## src/rtl/index_address_unit.sv

```systemverilog
// Indexed effective-address generator for the 65C02 abs,Y / zp,Y / (zp),Y modes.
// Collects operand and pointer bytes from the data bus, adds the index, and runs a fix-up cycle on page carry.
module index_address_unit #(
  parameter logic [7:0] ZP_PAGE = 8'h00
) (
  input  logic        fclk,
  input  logic        reset,
  input  logic        start,
  input  logic [1:0]  mode,
  input  logic [7:0]  index_in,
  input  logic [7:0]  db_in,
  input  logic        db_valid,
  output logic        mem_rd,
  output logic [15:0] mem_addr,
  output logic        busy,
  output logic [15:0] ea,
  output logic        ea_valid,
  output logic        page_cross
);

  typedef enum logic [2:0] {
    IDLE, OP_LO, OP_HI, PTR_LO, PTR_HI, ADD, FIX, DONE
  } state_t;

  localparam logic [1:0] M_ABS_Y  = 2'b00;
  localparam logic [1:0] M_ZP_Y   = 2'b01;
  localparam logic [1:0] M_IND_Y  = 2'b10;
  localparam logic [1:0] M_ABS_YF = 2'b11;

  state_t     state, state_nx;
  logic [1:0] mode_r;
  logic [7:0] index_r;
  logic [7:0] zp_r;
  logic [7:0] base_lo;
  logic [7:0] base_hi;
  logic       carry_r;
  logic [8:0] sum;

  // 9-bit low-byte add; bit 8 is the page-cross carry.
  function automatic logic [8:0] add_carry(input logic [7:0] a, input logic [7:0] b);
    add_carry = {1'b0, a} + {1'b0, b};
  endfunction

  assign sum = add_carry(base_lo, index_r);

  always_comb begin
    state_nx = state;
    case (state)
      IDLE:   if (start) state_nx = OP_LO;
      OP_LO:  if (db_valid) begin
                case (mode_r)
                  M_ZP_Y:  state_nx = ADD;
                  M_IND_Y: state_nx = PTR_LO;
                  default: state_nx = OP_HI;
                endcase
              end
      OP_HI:  if (db_valid) state_nx = ADD;
      PTR_LO: if (db_valid) state_nx = PTR_HI;
      PTR_HI: if (db_valid) state_nx = ADD;
      ADD:    begin
                if (mode_r == M_ZP_Y)                       state_nx = DONE;
                else if (sum[8] || (mode_r == M_ABS_YF))    state_nx = FIX;
                else                                        state_nx = DONE;
              end
      FIX:    state_nx = DONE;
      DONE:   state_nx = IDLE;
      default: state_nx = IDLE;
    endcase
  end

  always_comb begin
    busy     = (state != IDLE);
    ea_valid = (state == DONE);
    mem_rd   = 1'b0;
    mem_addr = 16'h0000;
    if (state == PTR_LO) begin
      mem_rd   = 1'b1;
      mem_addr = {ZP_PAGE, zp_r};
    end else if (state == PTR_HI) begin
      mem_rd   = 1'b1;
      mem_addr = {ZP_PAGE, zp_r + 8'h01};  // pointer high byte wraps inside the page
    end
  end

  always_ff @(posedge fclk) begin
    if (reset) begin
      state      <= IDLE;
      mode_r     <= M_ABS_Y;
      index_r    <= 8'h00;
      zp_r       <= 8'h00;
      base_lo    <= 8'h00;
      base_hi    <= 8'h00;
      carry_r    <= 1'b0;
      ea         <= 16'h0000;
      page_cross <= 1'b0;
    end else begin
      state <= state_nx;
      case (state)
        IDLE: if (start) begin
          mode_r     <= mode;
          index_r    <= index_in;
          page_cross <= 1'b0;
        end
        OP_LO: if (db_valid) begin
          zp_r    <= db_in;
          base_lo <= db_in;
          base_hi <= ZP_PAGE;
        end
        OP_HI:  if (db_valid) base_hi <= db_in;
        PTR_LO: if (db_valid) base_lo <= db_in;
        PTR_HI: if (db_valid) base_hi <= db_in;
        ADD: begin
          if (mode_r == M_ZP_Y) begin
            ea         <= {ZP_PAGE, sum[7:0]};
            page_cross <= 1'b0;
            carry_r    <= 1'b0;
          end else begin
            ea         <= {base_hi, sum[7:0]};
            page_cross <= sum[8];
            carry_r    <= sum[8];
          end
        end
        FIX: ea[15:8] <= base_hi + {7'd0, carry_r};
        default: ;
      endcase
    end
  end

endmodule

```

## config.mk

```make
export PLATFORM = sky130hd
export DESIGN_NAME = index_address_unit
export DESIGN_NICKNAME = d
export VERILOG_FILES = /design/src/rtl/index_address_unit.sv
export SDC_FILE = /design/constraint.sdc
export NUM_CORES = 1
export LEC_CHECK = 0
export ABC_AREA = 1
export CAP_MARGIN = 20
export CORE_UTILIZATION = 55
export DETAILED_ROUTE_END_ITERATION = 6
export PLACE_DENSITY = 0.83
export REMOVE_ABC_BUFFERS = 1
export SYNTH_ARGS = -nofsm -noshare
export SYNTH_HDL_FRONTEND = slang
export SYNTH_SLANG_ARGS = --single-unit
```

## constraint.sdc

```tcl
create_clock -name fclk -period 2.37 [get_ports fclk]
set_clock_uncertainty 0.05 [all_clocks]
set_input_delay 0.3555 -clock fclk [delete_from_list [all_inputs] [get_ports fclk]]
set_output_delay 0.3555 -clock fclk [all_outputs]
set_load 0.005 [all_outputs]
```

==> qor.yml <==
outcome:
  outcome: "completed"
yosys:
  ys_warn_count: 0
  yosysTopAreaCell: "dfxtp_1"
  yosys-top-cells-area: "dfxtp_1 35%, nand2_1 12%, nand3_1 6.4%"
  synth_top_area_share: 0.3510
  synth_area_sq_um: 3137
  yosysSeqAreaShare: 0.3510
  synth-seq-cells: 55
  synth_cells: 449
  avgSynthCellArea_sq_um: 6.986
  synth_cell_types: 38
timing:
  min_period_over_period: 0.9512
  setup_viol: 0
  fmax_mhz: 443.6
  period_needed_ns: 2.254
  slew_viol_final: 0
  hold_slack_ns: 0.4201
  worst_slack_ns: 0.1158
  hold_viol: 0
die:
  rows: 27
  die_area_sq_um: 6009
  die_w_um: 77.52
  start_util: 0.5696
  core-area_sq_um: 5507
  fp.dieH_um: 77.52
  ios: 58
finish:
  final_cell_mix: "102 x nand2_1, 49 x dfxtp_1, 48 x clkdlybuf4s50_1, 46 x inv_1, 40 x nand3_1"
  final_cells: 567
  nets: 531
  final.fill_count: 486
  mostFrequentLayoutCell: "nand2_1"
  n_antenna_cell: 0
  drive_gt1_frac: 0.09697
  area_growth_pct: 19.31
cts:
  cts_sinks: 55
  h-tree-depth: 2
  cts_tree: "yes"
  numCtsBuffers: 5
  root_buffer: "clkbuf_8"
  path_clk_slew_ns: 0.10
  clk_latency_ns: 0.31
  cts_setup_buffers: 0
  cts_buffer_depth: 2
critical_path:
  crit_top_cell: "nand2_1"
  cp_slowest_cell: "clkdlybuf4s50_1"
  worst-endpoint-required_ns: 1.96
  crit_chain: "ha_1 > nand2_1 > o21ai_0 > nand2_1 > o22ai_1 > clkdlybuf4s50_1"
  arrival_ns: 1.85
  cp_slowest_stage_delay_ns: 0.52
  worst_setup_path_end_kind: "output port"
  crit_path_start_kind: "flip-flop"
  worstSetupPathType: "flip-flop to output port"
  cp_max_fo: 5
routing:
  ant_nets: 0
  drtIter0Drc: 207
  vias_per_cell: 5.282
  num_vias: 2995
  wl_um: 7224
  wl_met1_um: 3416
  firstDrtPassIters: 4
  wl_per_cell_um: 12.74
  route.met2.wl_um: 3228
  wl_met3_um: 462
  dr.max_layer_used: "met4"
  drc: 0
flow_run:
  cap_violations: 0
power_and_ir_drop:
  cellPowerDensity_nw_per_um2: 961.1
  power_leakage_nw: 1.678
  p_total_mw: 3.597
  ir_worst_vdd_mv: 0.5531
placement:
  routabilityCongestion: 0.8578
  place_inst: 560
  numPortBuffers: 49
  detailed_place_hpwl_um: 5372
  dpl_worst_slack_ns: 0.3047
grt:
  grt_start_max_net_pins: 31
  track_usage: 0.2497
  grt_antenna_before_repair: 0
  grt_pass1_vias: 2663
  grt_pass1_wl_um: 12010
  grt_overflow: 0
hold_path:
  hold_class: "flip-flop to flip-flop"
-- state kept, by name, summed over array words and instances, names as in the netlist --
register / cells
ea: 16
base_hi: 8
mode_r: 2
zp_r: 8
carry_r: 1
index_r: 8
state: 3
base_lo: 8
page_cross: 1
-- what timing repair did --
item                                    4_1_cts  5_1_grt
gates resized for setup                       2        8
endpoints found under the setup margin        2        7
pin swaps                                     0        1
hold buffers                                  0        0
-- area by class of cell --
cell class	instances	area [sq um]	share of cell area
multi-input combinational	325	1702	0.4547
sequential	55	1109	0.2962
timing repair buffer	54	530.5	0.1418
inverter	54	205.2	0.05483
tap	72	90.09	0.02407
clock buffer	5	68.82	0.01839
clock inverter	2	37.54	0.01003
-- critical path, delay by kind of cell, from the launching register on --
family / cells / cell delay, ns
and+or+nand+nor: 2 / 0.18
DFF: 1 / 0.37
buffers and inverters: 1 / 0.52
adders and majority gates: 1 / 0.17
AOI/OAI and AO/OA: 2 / 0.30
-- cell families (layout without fill, tap and decap cells) --
kind of cell | count (synthesis) | in the layout | share of synthesized area
simple gates | 205 | 205 | 0.2900
compound gates | 92 | 92 | 0.1639
buf+inv | 76 | 115 | 0.1189
flops | 55 | 55 | 0.3510
fa+ha+maj | 14 | 14 | 0.05824
xor+xnor | 6 | 6 | 0.01676
other cells | 1 | 8 | 0.001196
-- where the power goes --
group | leakage, nW | switching, mW | internal, mW
Clock | 0.0502 | 0.312 | 0.309
Combinational | 1.18 | 0.929 | 0.631
Sequential | 0.450 | 0.244 | 1.17
Total | 1.68 | 1.49 | 2.11
-- cell usage after synthesis --
cell      number
a21oi_1       34
a21oi_2        2
a22o_1         1
a31oi_1        2
a32o_1         1
buf_1          1
buf_2          2
buf_4          9
buf_6          5
buf_8          1
clkbuf_1       4
conb_1         1
dfxtp_1       55
fa_1           1
ha_1          13
inv_1         46
inv_2          7
inv_4          1
nand2_1      102
nand2_2        4
nand2_4        2
nand3_1       40
nand3_2        4
nand4_1        6
nor2_1        40
nor2_2         2
nor2_4         2
nor3_1         2
o211ai_1       2
o21a_1         3
o21ai_0       34
o21ai_1        4
o21ai_2        3
o21bai_1       3
o22ai_1        3
or2_2          1
xnor2_1        3
xor2_1         3
-- per-layer routing --
| layer | up-vias | GRT usage |
|---|---|---|
| met5 | - | 0 |
| met4 | 0 | 0.1057 |
| met3 | 11 | 0.04353 |
| met2 | 112 | 0.3982 |
| met1 | 1325 | 0.3309 |
| li1 | 1547 | - |
-- metrics by stage --
step	setup TNS [ns]	area, sq um	util
2_1_floorplan	0	2995	-
3_3_place_gp	0	3613	0.6562
3_5_place_dp	0	3613	0.6562
4_1_cts	0	3726	0.6767
5_1_grt	-0.00009215	3742	0.6796
6_report	0	3742	0.6796
-- path summary, 6_finish.rpt --
| path | from | end | slack [ns] | cells after the start |
|---|---|---|---|---|
| min | index_r[7] | index_r[7] | 0.42 | 2 |
| max reg2reg | index_r[0] | state[0] | 0.64 | 9 |
| min reg2reg | index_r[7] | index_r[7] | 0.42 | 2 |
| max | zp_r[0] | mem_addr[4] | 0.12 | 6 |
(Power assumes the default switching activity.)
